File: src/rtl/clogb2.svh
// Ceiling-log2 helper shared by the arbiter: the number of bits needed to
// hold the value passed in (clogb2(7) = 3, clogb2(3) = 2).
`ifndef CLOGB2_SVH
`define CLOGB2_SVH
function automatic integer clogb2(input integer value);
    integer v;
    integer r;
    v = value;
    r = 0;
    while (v > 0) begin
        r = r + 1;
        v = v >> 1;
    end
    return r;
endfunction
`endif

File: src/rtl/ram_rr_arbiter_rr_pick.sv
// Rotating priority search: returns the first set bit of req at or above
// start, wrapping modulo N. Purely combinational.
module rr_pick #(
    parameter int N     = 4,
    parameter int IDX_W = 2
) (
    input  logic [N-1:0]     req,
    input  logic [IDX_W-1:0] start,
    output logic             found,
    output logic [IDX_W-1:0] index
);

    // start + k reduced modulo N (N need not be a power of two)
    function automatic logic [IDX_W-1:0] wrap_add(input logic [IDX_W-1:0] base, input int k);
        int s;
        s = int'(base) + k;
        if (s >= N) begin
            s = s - N;
        end
        return IDX_W'(s);
    endfunction

    // Walk upward from start and latch the first requester found
    always_comb begin
        found = 1'b0;
        index = '0;
        for (int k = 0; k < N; k++) begin
            if (!found && req[wrap_add(start, k)]) begin
                found = 1'b1;
                index = wrap_add(start, k);
            end
        end
    end

endmodule

File: src/rtl/ram_rr_arbiter.sv
// Round-robin arbiter sharing one write-first block RAM port between REQ_N
// requesters, with optional bounded burst locking. Read data returns one
// cycle after the grant, tagged by a one-hot rsp_valid.
`include "clogb2.svh"

module ram_rr_arbiter #(
    parameter int REQ_N     = 4,
    parameter int RAM_WIDTH = 16,
    parameter int RAM_DEPTH = 8,
    parameter int MAX_BURST = 4,
    localparam int ADDR_W   = clogb2(RAM_DEPTH - 1)
) (
    input  logic                        clk,
    input  logic                        rst,
    input  logic [REQ_N-1:0]            req_valid,
    input  logic [REQ_N-1:0]            req_we,
    input  logic [REQ_N-1:0]            req_lock,
    input  logic [REQ_N*ADDR_W-1:0]     req_addr,
    input  logic [REQ_N*RAM_WIDTH-1:0]  req_din,
    output logic [REQ_N-1:0]            req_ready,
    output logic [REQ_N-1:0]            rsp_valid,
    output logic [RAM_WIDTH-1:0]        rsp_data,
    output logic                        ram_en,
    output logic                        ram_we,
    output logic [ADDR_W-1:0]           ram_addr,
    output logic [RAM_WIDTH-1:0]        ram_din,
    input  logic [RAM_WIDTH-1:0]        ram_dout
);

    localparam int             IDX_W      = (REQ_N > 1) ? clogb2(REQ_N - 1) : 1;
    localparam logic [IDX_W-1:0] LAST_IDX = IDX_W'(REQ_N - 1);
    localparam logic [7:0]     BURST_LAST = 8'(MAX_BURST - 1);

    typedef enum logic {
        ARB    = 1'b0,
        LOCKED = 1'b1
    } state_t;

    state_t            state_q, state_d;
    logic [IDX_W-1:0]  ptr_q, ptr_d;
    logic [IDX_W-1:0]  owner_q, owner_d;
    logic [7:0]        cnt_q, cnt_d;
    logic [REQ_N-1:0]  rsp_q, rsp_d;

    logic [IDX_W-1:0]  start_idx;
    logic [IDX_W-1:0]  pick_idx;
    logic              pick_found;
    logic              grant;
    logic              grant_we;
    logic              grant_lock;
    logic [7:0]        run_cnt;

    // Next requester index after i, wrapping at REQ_N-1
    function automatic logic [IDX_W-1:0] wrap_inc(input logic [IDX_W-1:0] i);
        return (i == LAST_IDX) ? '0 : i + IDX_W'(1);
    endfunction

    // While locked, searching from the owner lets a still-valid owner win
    // outright; if it dropped valid the search falls through to owner+1.
    assign start_idx = (state_q == LOCKED) ? owner_q : ptr_q;

    rr_pick #(
        .N     (REQ_N),
        .IDX_W (IDX_W)
    ) u_pick (
        .req   (req_valid),
        .start (start_idx),
        .found (pick_found),
        .index (pick_idx)
    );

    assign grant      = pick_found && !rst;
    assign grant_we   = req_we[pick_idx];
    assign grant_lock = req_lock[pick_idx];

    // Grants already given back-to-back to this requester before this one
    assign run_cnt = (state_q == LOCKED && pick_idx == owner_q) ? cnt_q : 8'd0;

    // State register: arbiter state, pointer, burst tracking, read tag
    always_ff @(posedge clk) begin
        if (rst) begin
            state_q <= ARB;
            ptr_q   <= '0;
            owner_q <= '0;
            cnt_q   <= '0;
            rsp_q   <= '0;
        end else begin
            state_q <= state_d;
            ptr_q   <= ptr_d;
            owner_q <= owner_d;
            cnt_q   <= cnt_d;
            rsp_q   <= rsp_d;
        end
    end

    // Next-state: enter/extend a burst on a locked grant, otherwise rotate
    always_comb begin
        state_d = state_q;
        ptr_d   = ptr_q;
        owner_d = owner_q;
        cnt_d   = cnt_q;
        if (grant) begin
            if (grant_lock && run_cnt < BURST_LAST) begin
                state_d = LOCKED;
                owner_d = pick_idx;
                cnt_d   = run_cnt + 8'd1;
            end else begin
                state_d = ARB;
                ptr_d   = wrap_inc(pick_idx);
                cnt_d   = '0;
            end
        end else if (state_q == LOCKED) begin
            state_d = ARB;
            ptr_d   = wrap_inc(owner_q);
            cnt_d   = '0;
        end
    end

    // Outputs: one-hot ready, RAM port mux, and the read tag for next cycle
    always_comb begin
        req_ready = '0;
        ram_en    = 1'b0;
        ram_we    = 1'b0;
        ram_addr  = '0;
        ram_din   = '0;
        rsp_d     = '0;
        if (grant) begin
            ram_en = 1'b1;
            ram_we = grant_we;
            for (int i = 0; i < REQ_N; i++) begin
                if (pick_idx == IDX_W'(i)) begin
                    req_ready[i] = 1'b1;
                    ram_addr     = req_addr[i*ADDR_W +: ADDR_W];
                    ram_din      = req_din[i*RAM_WIDTH +: RAM_WIDTH];
                    rsp_d[i]     = !grant_we;
                end
            end
        end
    end

    // A read in flight when reset arrives is suppressed immediately
    assign rsp_valid = rst ? '0 : rsp_q;
    assign rsp_data  = ram_dout;

endmodule

File: config.mk
export PLATFORM = sky130hd
export DESIGN_NAME = ram_rr_arbiter
export DESIGN_NICKNAME = d
export VERILOG_FILES = /design/src/rtl/ram_rr_arbiter_rr_pick.sv /design/src/rtl/ram_rr_arbiter.sv
export VERILOG_INCLUDE_DIRS = /design/src /design/src/rtl
export SDC_FILE = /design/constraint.sdc
export NUM_CORES = 1
export LEC_CHECK = 0
export BUFFER_PORTS_ARGS = -buffer_cell sky130_fd_sc_hd__buf_4
export CAP_MARGIN = 20
export CORE_MARGIN = 2
export CORE_UTILIZATION = 38
export DETAILED_ROUTE_END_ITERATION = 7
export PLACE_DENSITY = 0.78
export SYNTH_ARGS = -nofsm -noshare
export SYNTH_HDL_FRONTEND = slang
export SYNTH_HIERARCHICAL = 1
export SYNTH_SLANG_ARGS = --single-unit
File: constraint.sdc
create_clock -name clk -period 4.3 [get_ports clk]
set_clock_uncertainty 0.2 [all_clocks]
set_input_delay 0.86 -clock clk [delete_from_list [all_inputs] [get_ports clk]]
set_output_delay 0.86 -clock clk [all_outputs]
set_load 0.01 [all_outputs]
-- Word-level counts from Yosys, hierarchy flattened
Cells that the tools add are included.
- output and inout bits: 45
- input bits: 106
- bits in registers: 17
- word-level logic and storage cells: 112
- $lt $le $gt $ge: 10
- reduce and logical (&&, ||, !) cells: 20
- add/subtract/negate cells: 10
- eq/ne operators: 6
- muxes and demuxes: 53
- bitwise logic cells: 5
- operators by type and width (operator ; count):
    $mux W16 ; 5
    $mux W8 ; 4
    $mux W2 ; 14
    $mux W1 ; 17
    $lt A2 B3 Y1 const B ; 5
    $mux W3 ; 5
    $bmux W1 S2 ; 6
    $reduce_or A3 Y1 ; 4
    $ge A3 B3 Y1 const B ; 3
    $add A8 B1 Y8 const B ; 1
    $lt A8 B2 Y1 const B ; 1
    $mux W4 ; 2
    $sub A2 B1 Y2 const B ; 4
    $add A2 B2 Y3 const B ; 2
    $eq A2 B2 Y1 const B ; 3
    $logic_and A1 B1 Y1 ; 6
    $logic_not A1 Y1 ; 5
    $not A1 Y1 ; 5
    $add A2 B1 Y2 const B ; 2
    $reduce_and A2 Y1 ; 2
    $add A2 B1 Y3 const B ; 1
    $ge A2 B3 Y1 const B ; 1
    $eq A2 B1 Y1 const B ; 1
    $eq A2 B2 Y1 ; 1
    4 further kinds ; 4

-- Depth between registers and ports, before layout
Gate-level depths: netlist of the first run.
- depth in word-level cells: 22
- gate-level depth with buffers: 14
- gate-level depth less buffers: 13

-- Hierarchy
Netlist of the first run, hierarchy kept.
- modules (own cells, without submodules) (module ; cells each ; times used ; area each (um^2) ; seq. area each (um^2)):
    ram_rr_arbiter ; 211 ; 1 ; 1592.8 ; 340.3
    rr_pick ; 15 ; 1 ; 77.6 ; 0.0

-- Worst setup path after synthesis of the first run
Ideal clock, no wire load.
- kind: input to output
- from: input req_valid[1]
- to: output ram_addr[0]
- required time: 3.240 ns
- arrival time: 2.941 ns
- buffers on the path: 2
- path slack: 0.299 ns
- cell stages on the path: 11
- cells stage by stage: inv_1 > a221o_1 > a21oi_1 > inv_1 > ha_1 > nor2b_1 > buf_2 > buf_2 > a221oi_1 > a211o_1 > a21oi_1
- longest elaborated chain between the ends: 18
- elaborated cells between the ends (all ways): 32
- RTL lines (element ; line ; text):
    start, declared ; ram_rr_arbiter.sv:15 ; input logic [REQ_N-1:0] req_valid,
    $bmux W1 S2 ; ram_rr_arbiter_rr_pick.sv:28 ; if (!found && req[wrap_add(start, k)]) begin
    $mux W1 (not written as such) ; ram_rr_arbiter_rr_pick.sv:28 ;
    $mux W1 ; ram_rr_arbiter_rr_pick.sv:28 ;
    $logic_not A1 Y1 ; ram_rr_arbiter_rr_pick.sv:28 ;
    $logic_and A1 B1 Y1 ; ram_rr_arbiter_rr_pick.sv:28 ;
    $mux W1 ; ram_rr_arbiter_rr_pick.sv:28 ;
    $logic_not A1 Y1 ; ram_rr_arbiter_rr_pick.sv:28 ;
    $logic_and A1 B1 Y1 ; ram_rr_arbiter_rr_pick.sv:28 ;
    $mux W1 ; ram_rr_arbiter_rr_pick.sv:28 ;
    $logic_not A1 Y1 ; ram_rr_arbiter_rr_pick.sv:28 ;
    $logic_and A1 B1 Y1 ; ram_rr_arbiter_rr_pick.sv:28 ;
    $mux W2 * ; ram_rr_arbiter_rr_pick.sv:28 ;
    via pick_idx[0] ; ram_rr_arbiter.sv:46 ; logic [IDX_W-1:0] pick_idx;
    $logic_not A2 Y1 ; ram_rr_arbiter.sv:131 ; if (pick_idx == IDX_W'(i)) begin
    $mux W3 (3 in series) ; ram_rr_arbiter.sv:131 ;
    $mux W3 * ; ram_rr_arbiter.sv:131 ;
    $mux W3 * ; ram_rr_arbiter.sv:127 ; if (grant) begin
    end, declared ; ram_rr_arbiter.sv:25 ; output logic [ADDR_W-1:0] ram_addr,
Mark *: on every way through the listed nets, which the timed path passes. The rest lies on a longest branch. The select of a mux whose other input is x is not followed.

-- Worst setup path in the final report of the first run
- from: register state_q
- to: output ram_din[2]
- longest elaborated chain between the ends: 21
- elaborated cells between the ends (all ways): 48
- RTL lines (element ; line ; text):
    start, declared ; ram_rr_arbiter.sv:39 ; state_t state_q, state_d;
    start signal, assigned ; ram_rr_arbiter.sv:88 ; state_q <= state_d;
    $mux W2 * ; ram_rr_arbiter.sv:60 ; assign start_idx = (state_q == LOCKED) ? owner_q : ptr_q;
    via start_idx[0] ; ram_rr_arbiter.sv:45 ; logic [IDX_W-1:0] start_idx;
    branches (longest 13 deep; another with $add A2 B1 Y3) ; - ;
    $mux W2 * ; ram_rr_arbiter_rr_pick.sv:28 ;
    via pick_idx[0] ; ram_rr_arbiter.sv:46 ;
    $logic_not A2 Y1 ; ram_rr_arbiter.sv:131 ;
    $mux W16 (3 in series) ; ram_rr_arbiter.sv:131 ;
    $mux W16 * ; ram_rr_arbiter.sv:131 ;
    $mux W16 * ; ram_rr_arbiter.sv:127 ;
    end, declared ; ram_rr_arbiter.sv:26 ; output logic [RAM_WIDTH-1:0] ram_din,
Mark *: on every way through the listed nets, which the timed path passes. The select of a mux whose other input is x is not followed.

==> results by stage, run 1 <==
Die:
- From left edge to right edge, the die measures between 70 and 80 um.
- The area enclosed by the die boundary is 0.00494 sq mm.
- 151 I/O pins were placed.
- The vertical die dimension is 70.3 um.
- Once the floorplan was initialized, standard cells occupied 38.9% of the core.
- The standard cell core area is 0.00429 sq mm.
- The initialized floorplan defines 24 standard-cell rows.

Place:
- Detailed placement finished with a half-perimeter wire length of 4200 um.
- The routability congestion estimate from global placement is 0.768.
- The post-placement worst setup slack is ~370 ps.
- The count of buffers added on input and output ports is 118.

Critical path:
- The top fanout value on the critical path is 19.
- In this design, the stage delay of the slowest critical-path cell is 380 ps.
- STA classifies the critical path endpoint as an output port.
- The startpoint identified for the worst register-to-register timing path is state_q.
- The kind of critical path is flop to output port.
- The source of the critical timing path is state_q.
- The critical path goes through o21ai_0 > inv_2 > a221o_1 > a21oi_1 > inv_1 > ha_1 > nor2b_1 > buf_4 > a221oi_1 > a211o_1 > a21oi_1 > buf_4.
- At the worst endpoint, the arrival time is 2960 ps.
- Broken down by cell family, the worst path's largest delay share belongs to compound AO/OA/AOI/OAI gates.
- STA classifies the critical path startpoint as a flop.
- The number of buffers and inverters on the critical path is 4.
- The cell with the biggest individual delay on the critical path is sky130_fd_sc_hd__dfxtp_1.
- The required time at the endpoint of the critical path is approximately 3200 ps.

Detailed routing:
- The routed wirelength normalized by instance count is 14.4 um.
- The routed wire length is 5420 um.
- After detailed routing, the number of vias per cell comes to 5.31.
- The post-detailed-route count of antenna-violating nets is 0.
- The routed layout has 1,998 vias.
- In this run, the number of DRC markers left after iteration 0 of detailed routing was just over 60.
- The DRC violation count after routing is 0.
- The detailed-routing iteration count for the pre-antenna-repair pass is 4.

CTS:
- The number of setup buffers added after CTS is 0.
- The number of H-tree levels is 1.
- The root buffer cell is sky130_fd_sc_hd__clkbuf_8.
- The number of clock buffers inserted by TritonCTS is 3.
- TritonCTS built the clock tree.
- The clock reaches the later pin of the worst-skew pair after 250 ps.
- The buffer depth of the longest clock path is 2.
- The post-cts hold buffer count is 0.
- The clock drives 17 sinks.
- Post-CTS repair changed the size of 0 cells.
- The clock transition at the register clock pins on the worst setup and hold paths after CTS is ~60 ps.

Power:
- The power density over the cells is about 360 mW/mm^2.
- Total power for the finished layout comes to between 0.9 and 1 mW.
- The static leakage is 1.33 nW.
- Across the VDD grid, the largest voltage drop is between 0.15 and 0.2 mV.

Finish:
- The area taken by flip-flops and latches is approximately 340 sq um.
- The net count reported at finish is 437.
- The number of antenna diodes in the final layout is 0.
- In the final layout, the share of cells above drive strength 1 is approximately 41%.
- The multi-input combinational cells in the finished layout cover a total of between 0.001 and 0.0015 sq mm.
- The post-synthesis to final-layout area growth is 52.3%.
- The number of fillers in the final layout is 400.
- The utilization after layout is between 50% and 60%.

Synthesis:
- Averaged over all synthesized cells, the footprint is 7.39 sq um.
- In the synthesized netlist the dominant register cell turns out to be sky130_fd_sc_hd__dfxtp_1.
- The number of storage elements in the synthesis netlist is 17.
- The net count after synthesis is 338.
- The number of warnings reported in the yosys synthesis log is 6.
- In this run, synthesis inferred 0 flip-flops with an integrated enable.
- The sequential element share of the synthesized area is 20.4%.
- The count of distinct cell types in the synthesized netlist is 30.
- After synthesis, the share of flip-flops with an asynchronous set or reset is 0%.
- The total standard cell area after synthesis is roughly 0.0017 sq mm.
- The synthesized instance count is ~230.

STA:
- The hold violation total from the final report is 0.
- The number of pins exceeding their max-slew limit in the final report is 0.
- After routing, the total negative slack on setup checks comes to 0 ps.
- Timing would allow up to 249 MHz.
- Headroom to the max-slew limit came out at 54.3%.
- The final period utilization is 93.4%.
- After layout, the worst setup slack is ~280 ps.
- The transition time at the pin with the least slew margin is 680 ps.
- Setup repair after global routing left no endpoint under its margin.
- The number of setup violations in the final report is 0.
- The routed design could run at a clock period as short as 4020 ps.

Job:
- The max capacitance violation total is 0.

Run status:
- The flow ran to the end, and the final reports show no timing, DRC or antenna violations.

Global route:
- Global routing consumed, on the met2 layer, 38.7% of the routing resources.
- The number of antenna violations at the first check in global routing was 0.
- The first-pass GRT wire length is between 8000 and 9000 um.
- For this run, global-route usage on met3 was measured as 5.63%.
- The via count of the first global-routing pass is 1,905.
- The overflow left after global routing is 0.
- met2 is the most crowded layer.
- Entering global routing, the biggest net connects 41 pins.
- In the global route stage, met1 resource usage came out at 22.0%.
- The total routing usage reported by global routing is 20.6%.

Worst hold path:
- The class of the tightest hold or removal check is flop to flop.
- The start point of the worst min-delay path is cnt_q[2].
==> report_power, final <==
| part | switching, mW | total (mW) | internal [mW] | leakage, nW |
|---|---|---|---|---|
| Combinational | 0.287 | 0.609 | 0.322 | 1.16 |
| Clock | 0.0519 | 0.116 | 0.0642 | 0.0255 |
| Sequential | 0.0120 | 0.187 | 0.175 | 0.139 |
| Total | 0.351 | 0.911 | 0.561 | 1.33 |
==> per-layer routing <==
metal  up-vias  share of wire, %
li1        978                 -
met1       918                37
met2        86                53
met3        16               7.9
met4         0               2.3
met5         -                 0
==> synth_stat cells (6+ instances only) <==
cell | count | share of area (%)
sky130_fd_sc_hd__inv_1 | 28 | 6.3
sky130_fd_sc_hd__a21oi_1 | 24 | 7.2
sky130_fd_sc_hd__buf_4 | 16 | 7.2
sky130_fd_sc_hd__ha_1 | 6 | 4.5
sky130_fd_sc_hd__a211o_1 | 19 | 10
sky130_fd_sc_hd__nor2b_1 | 6 | 2.2
sky130_fd_sc_hd__clkbuf_1 | 12 | 2.7
sky130_fd_sc_hd__and2_1 | 16 | 6.0
sky130_fd_sc_hd__dfxtp_1 | 17 | 20
sky130_fd_sc_hd__a221oi_1 | 21 | 11
sky130_fd_sc_hd__nand2_1 | 23 | 5.2
==> path summary, 6_finish.rpt <==
kind                     end  slack, ps  cells past startpoint
hold reg to reg     cnt_q[2]        260                      1
setup reg to reg    ptr_q[0]       1000                     12
hold / removal      cnt_q[2]        260                      1
setup / recovery  ram_din[2]        280                     12
==> sequential cells by signal (all words and copies together) (netlist names) <==
register  flops
owner_q       2
rsp_q         4
cnt_q         8
ptr_q         2
state_q       1
==> final cells by class <==
type	instances	area share (%)
Sequential cell	17	13.4
Clock inverter	1	0.197
Timing Repair Buffer	126	37.2
Inverter	30	4.43
Clock buffer	3	1.62
Tap cell	52	2.56
Multi-Input combinational cell	147	40.6
==> placed cells by master (no fill, tap or decap), types with 2 or more instances in the layout <==
cell type and instances:
sky130_fd_sc_hd__buf_4 126, sky130_fd_sc_hd__inv_1 28, sky130_fd_sc_hd__a21oi_1 24, sky130_fd_sc_hd__nand2_1 23, sky130_fd_sc_hd__a221oi_1 21, sky130_fd_sc_hd__a211o_1 19
sky130_fd_sc_hd__dfxtp_1 17, sky130_fd_sc_hd__and2_1 16, sky130_fd_sc_hd__nor2b_1 6, sky130_fd_sc_hd__ha_1 6, sky130_fd_sc_hd__nand2b_1 5, sky130_fd_sc_hd__o21ai_0 5
sky130_fd_sc_hd__nor2_1 4, sky130_fd_sc_hd__mux2i_1 3, sky130_fd_sc_hd__clkbuf_8 3, sky130_fd_sc_hd__xnor2_1 2, sky130_fd_sc_hd__mux4_1 2, sky130_fd_sc_hd__nor3_1 2
sky130_fd_sc_hd__inv_2 2
==> kinds of logic (layout without fill, tap and decap cells) <==
| kind of cell | count (synthesis) | in the layout | share of synthesized area, % |
|---|---|---|---|
| adder cells (fa/ha/maj) | 6 | 6 | 4.49 |
| AO/OA/AOI/OAI | 74 | 74 | 32.8 |
| AND/OR/NAND/NOR | 60 | 60 | 18.6 |
| flip-flops | 17 | 17 | 20.4 |
| buffers and inverters | 62 | 160 | 17.8 |
| XOR/XNOR | 2 | 2 | 1.05 |
| multiplexers | 5 | 5 | 4.94 |
==> stage by stage <==
stage | std cells | hold WS (ps) | area (sq um)
final | 376 | 258 | 2540
after global routing | 376 | 290 | 2540
after CTS | 376 | 266 | 2540
after detailed placement | 372 | 244 | 2500
after global placement | 372 | 235 | 2500
after floorplan | 226 | 217 | 1670
Power figures use the tool's default switching activity.
==> run 2: changes to the inputs <==
--- a/config.mk
+++ b/config.mk
@@ -8,10 +8,10 @@
 export LEC_CHECK = 0
 export BUFFER_PORTS_ARGS = -buffer_cell sky130_fd_sc_hd__buf_4
 export CAP_MARGIN = 20
-export CORE_MARGIN = 2
 export CORE_UTILIZATION = 38
 export DETAILED_ROUTE_END_ITERATION = 7
-export PLACE_DENSITY = 0.78
+export GPL_TIMING_DRIVEN = 0
+export PLACE_DENSITY = 0.79
 export SYNTH_ARGS = -nofsm -noshare
 export SYNTH_HDL_FRONTEND = slang
 export SYNTH_HIERARCHICAL = 1
==> run 2 against run 1 <==
Non-clock buffer count up 45. Sequential power about the same. Routed wire length up 10%. Sequential share of layout area down 1.4 points. Die area down 5.6%. Largest power group unchanged. Highest routed layer unchanged. Fmax down 3.6%. Clock power about the same.
==> results by stage, run 2 (synthesis gave the netlist of run 1 again) <==
STA:
- The clock period could shrink to 4170 ps.
- The transition time at the pin with the least slew margin is 685 ps.
- The number of setup violations in the final report is 0.
- The final period utilization is 97.0%.
- Measured against its own limit, the worst slew margin works out to 54.0%.
- The final worst-path setup slack is approximately 130 ps.
- The number of pins exceeding their max-slew limit in the final report is 0.
- Derived from the worst setup path, the maximum achievable clock frequency is 240 MHz.
- The hold violation total from the final report was 0.

Power:
- The portion of total power attributed to combinational logic is 68.9%.
- VDD sags by at most roughly 0.2 mV.
- The static leakage is between 1 and 1.5 nW.
- The clock network accounts for 11.9% of the total power.
- The internal portion of the total power is 0.597 mW.
- The switching part of the total is between 30% and 40%.
- For this design the ratio of total power to cell area is 344 mW/mm^2.
- Per report_power, the sequential group accounts for 19.2% of the total.
- The power consumption is 0.979 mW.
- The total net switching power is 0.382 mW.

Die:
- The area enclosed by the die boundary is about 0.0047 sq mm.
- The standard-cell row count is 23.
- The standard cell core area is 0.00412 sq mm.
- The die width is a little under 70 um.
- The count of pins on the block boundary is roughly 150.
- Measured along the y axis, the die boundary spans 68.3 um.
- Once the floorplan was initialized, standard cells occupied between 40% and 50% of the core.

Detailed routing:
- Across all layers, the routed design uses 2,112 vias.
- In this run the remaining antenna-violating nets after routing total 0.
- After detailed routing, the average wire length per cell comes to 14.3 um.
- The number of DRC violations after detailed-routing iteration 0 is approximately 110.
- The routed wire length is 5970 um.
- After detailed routing, the number of vias per cell comes to 5.04.
- For this run, design rule violations remaining after detail routing come to 0.
- The first TritonRoute pass finished after 4 iterations.

CTS:
- The root buffer cell is sky130_fd_sc_hd__clkbuf_8.
- For the worst-skew pair, the clock arrives at the later sink with an insertion delay of 250 ps.
- Hold repair after CTS inserted 0 buffers.
- Buffers inserted during clock tree synthesis total 3.
- The number of H-tree levels is 1.
- After clock tree synthesis, the clock-pin slew on the worst setup and hold paths is 60 ps.
- CTS saw 17 sinks.
- TritonCTS built the clock tree.
- In this run the deepest clock path goes through 2 buffers.

Worst hold path:
- The class of the tightest hold or removal check is flop to flop.
- The start point of the worst min-delay path is cnt_q[7].

Critical path:
- STA classifies the critical path endpoint as an output port.
- Grouping stages by cell kind, the critical path spends the most delay in compound AO/OA/AOI/OAI gates.
- The worst stage delay on the critical path is about 380 ps.
- The top fanout value on the critical path is 10.
- The kind of critical path is input port to output port.
- The critical path starts at req_valid[1].
- The sum of buffers and inverters on the critical path is 6.
- The cell with the biggest individual delay on the critical path is sky130_fd_sc_hd__a221o_1.
- The required time at the endpoint of the critical path is 3240 ps.
- The startpoint identified for the worst register-to-register timing path is owner_q[0].
- STA classifies the critical path startpoint as an input port.
- The arrival time at the worst endpoint is between 3000 and 4000 ps.
- The signal on the critical path passes through buf_4 > inv_1 > a221o_1 > a21oi_4 > inv_1 > ha_1 > nor2b_1 > buf_2 > buf_2 > a221oi_1 > a211o_1 > a21oi_1 > buf_4.

Job:
- The max capacitance violation total is 0.

Finish:
- The number of antenna diodes in the final layout is 0.
- In the layout the commonest cells are sky130_fd_sc_hd__buf_4, sky130_fd_sc_hd__inv_1, sky130_fd_sc_hd__nand2_1.
- The register with the most flip-flops is cnt_q.
- The post-layout instance area is approximately 0.0028 sq mm.
- The number of flip-flops under the largest register name is 8.
- Leaving out fill and tap cells, the most frequent cell in the layout is sky130_fd_sc_hd__buf_4.
- The fraction of layout cells with a size suffix above 1 is approximately 46%.
- The net count of the finished layout is 482.
- In the final layout, the registers with the most flip-flops are cnt_q: 8 flops, rsp_q: 4 flops.
- The area growth from synthesis to layout is 70.2%.

Place:
- The cell area after placement is between 0.002 and 0.003 sq mm.
- OpenSTA, run right after detailed placement, puts the worst setup slack at -308 ps.
- During placement, the flow inserted port buffers numbering 133.
- Detailed placement ended at an HPWL of ~4800 um.
- At the end of routability-driven placement, the weighted congestion stood at 0.882.

Global route:
- The first-pass GRT wire length is 8600 um.
- The number of antenna violations at the first check in global routing came to 0.
- Global routing used 24.1% of the available tracks across all layers.
- The via count of the first global-routing pass is 1,906.
- The overflow left after global routing is 0.
- The pin count of the biggest net entering global routing is 11.

Run status:
- The run finished with clean final reports.
==> run 2: changes by cell type in the layout (fill, tap and decap cells not counted), sizes merged <==
cell | before | now
clkinv | 1 | 0
buf | 126 | 160
clkbuf | 3 | 15
==> run 2: cell type report <==
| class | instances | area, sq um |
|---|---|---|
| fill | 382 | 1270 |
| multi-input combinational | 147 | 1050 |
| tap | 50 | 62.6 |
| sequential | 17 | 342 |
| inverter | 30 | 113 |
| clock buffer | 4 | 45.0 |
| buffer | 31 | 181 |
| timing repair buffer | 140 | 1050 |
==> run 2: power by group through the flow <==
stage	combinational [mW]	clock, mW	sequential (mW)
after global routing	0.734	0.125	0.190
after detailed placement	0.638	0	0.187
final	0.674	0.117	0.188
after CTS	0.645	0.120	0.187
after global placement	0.632	0	0.186
after floorplan	0.399	0	0.185
==> run 2: per-layer routing <==
| metal | part of all wire (%) | vias up | global-route usage, % | routed length [um] |
|---|---|---|---|---|
| li1 | - | 1069 | - | - |
| met1 | 39 | 957 | 30.0 | 2320 |
| met2 | 54 | 80 | 41.7 | 3220 |
| met3 | 6.4 | 6 | 5.33 | 383 |
| met4 | 0.84 | 0 | 5.47 | 50 |
| met5 | 0 | - | 0 | 0 |
==> run 2: path summary, 6_finish.rpt <==
path                       to  slack, ps  depth (start not counted)
setup / recovery  ram_din[13]        130                         13
setup reg to reg     ptr_q[1]       1120                         13
hold / removal       cnt_q[7]        260                          1
hold reg to reg      cnt_q[7]        260                          1
==> run 2: worst register-to-register path, cell delays in order, from the launching register on <==
cell and delay [ps]:
sky130_fd_sc_hd__dfxtp_1 420, sky130_fd_sc_hd__nand2_1 90, sky130_fd_sc_hd__o21ai_1 150, sky130_fd_sc_hd__inv_2 60, sky130_fd_sc_hd__a221o_1 360, sky130_fd_sc_hd__a21oi_4 210
sky130_fd_sc_hd__buf_4 150, sky130_fd_sc_hd__xnor2_1 50, sky130_fd_sc_hd__and3_1 210, sky130_fd_sc_hd__and2_1 170, sky130_fd_sc_hd__ha_1 200, sky130_fd_sc_hd__nor3b_2 220
sky130_fd_sc_hd__a21bo_4 290, sky130_fd_sc_hd__a221oi_1 300
==> run 2: stage by stage <==
stage,cells,setup TNS (ps),hold slack (ps),util [%]
2_1_floorplan,226,0,217,-
3_3_place_gp,409,-3640,227,66.4
3_5_place_dp,409,-3910,248,66.4
4_1_cts,412,0,267,67.7
5_1_grt,419,-2.39,285,69.1
6_report,419,0,258,69.1
==> run 2: what timing repair did <==
item                                    CTS  global route
resized for setup                         4             4
buffers inserted                          0             7
endpoints found under the setup margin   19            11
pin swaps                                 0             2
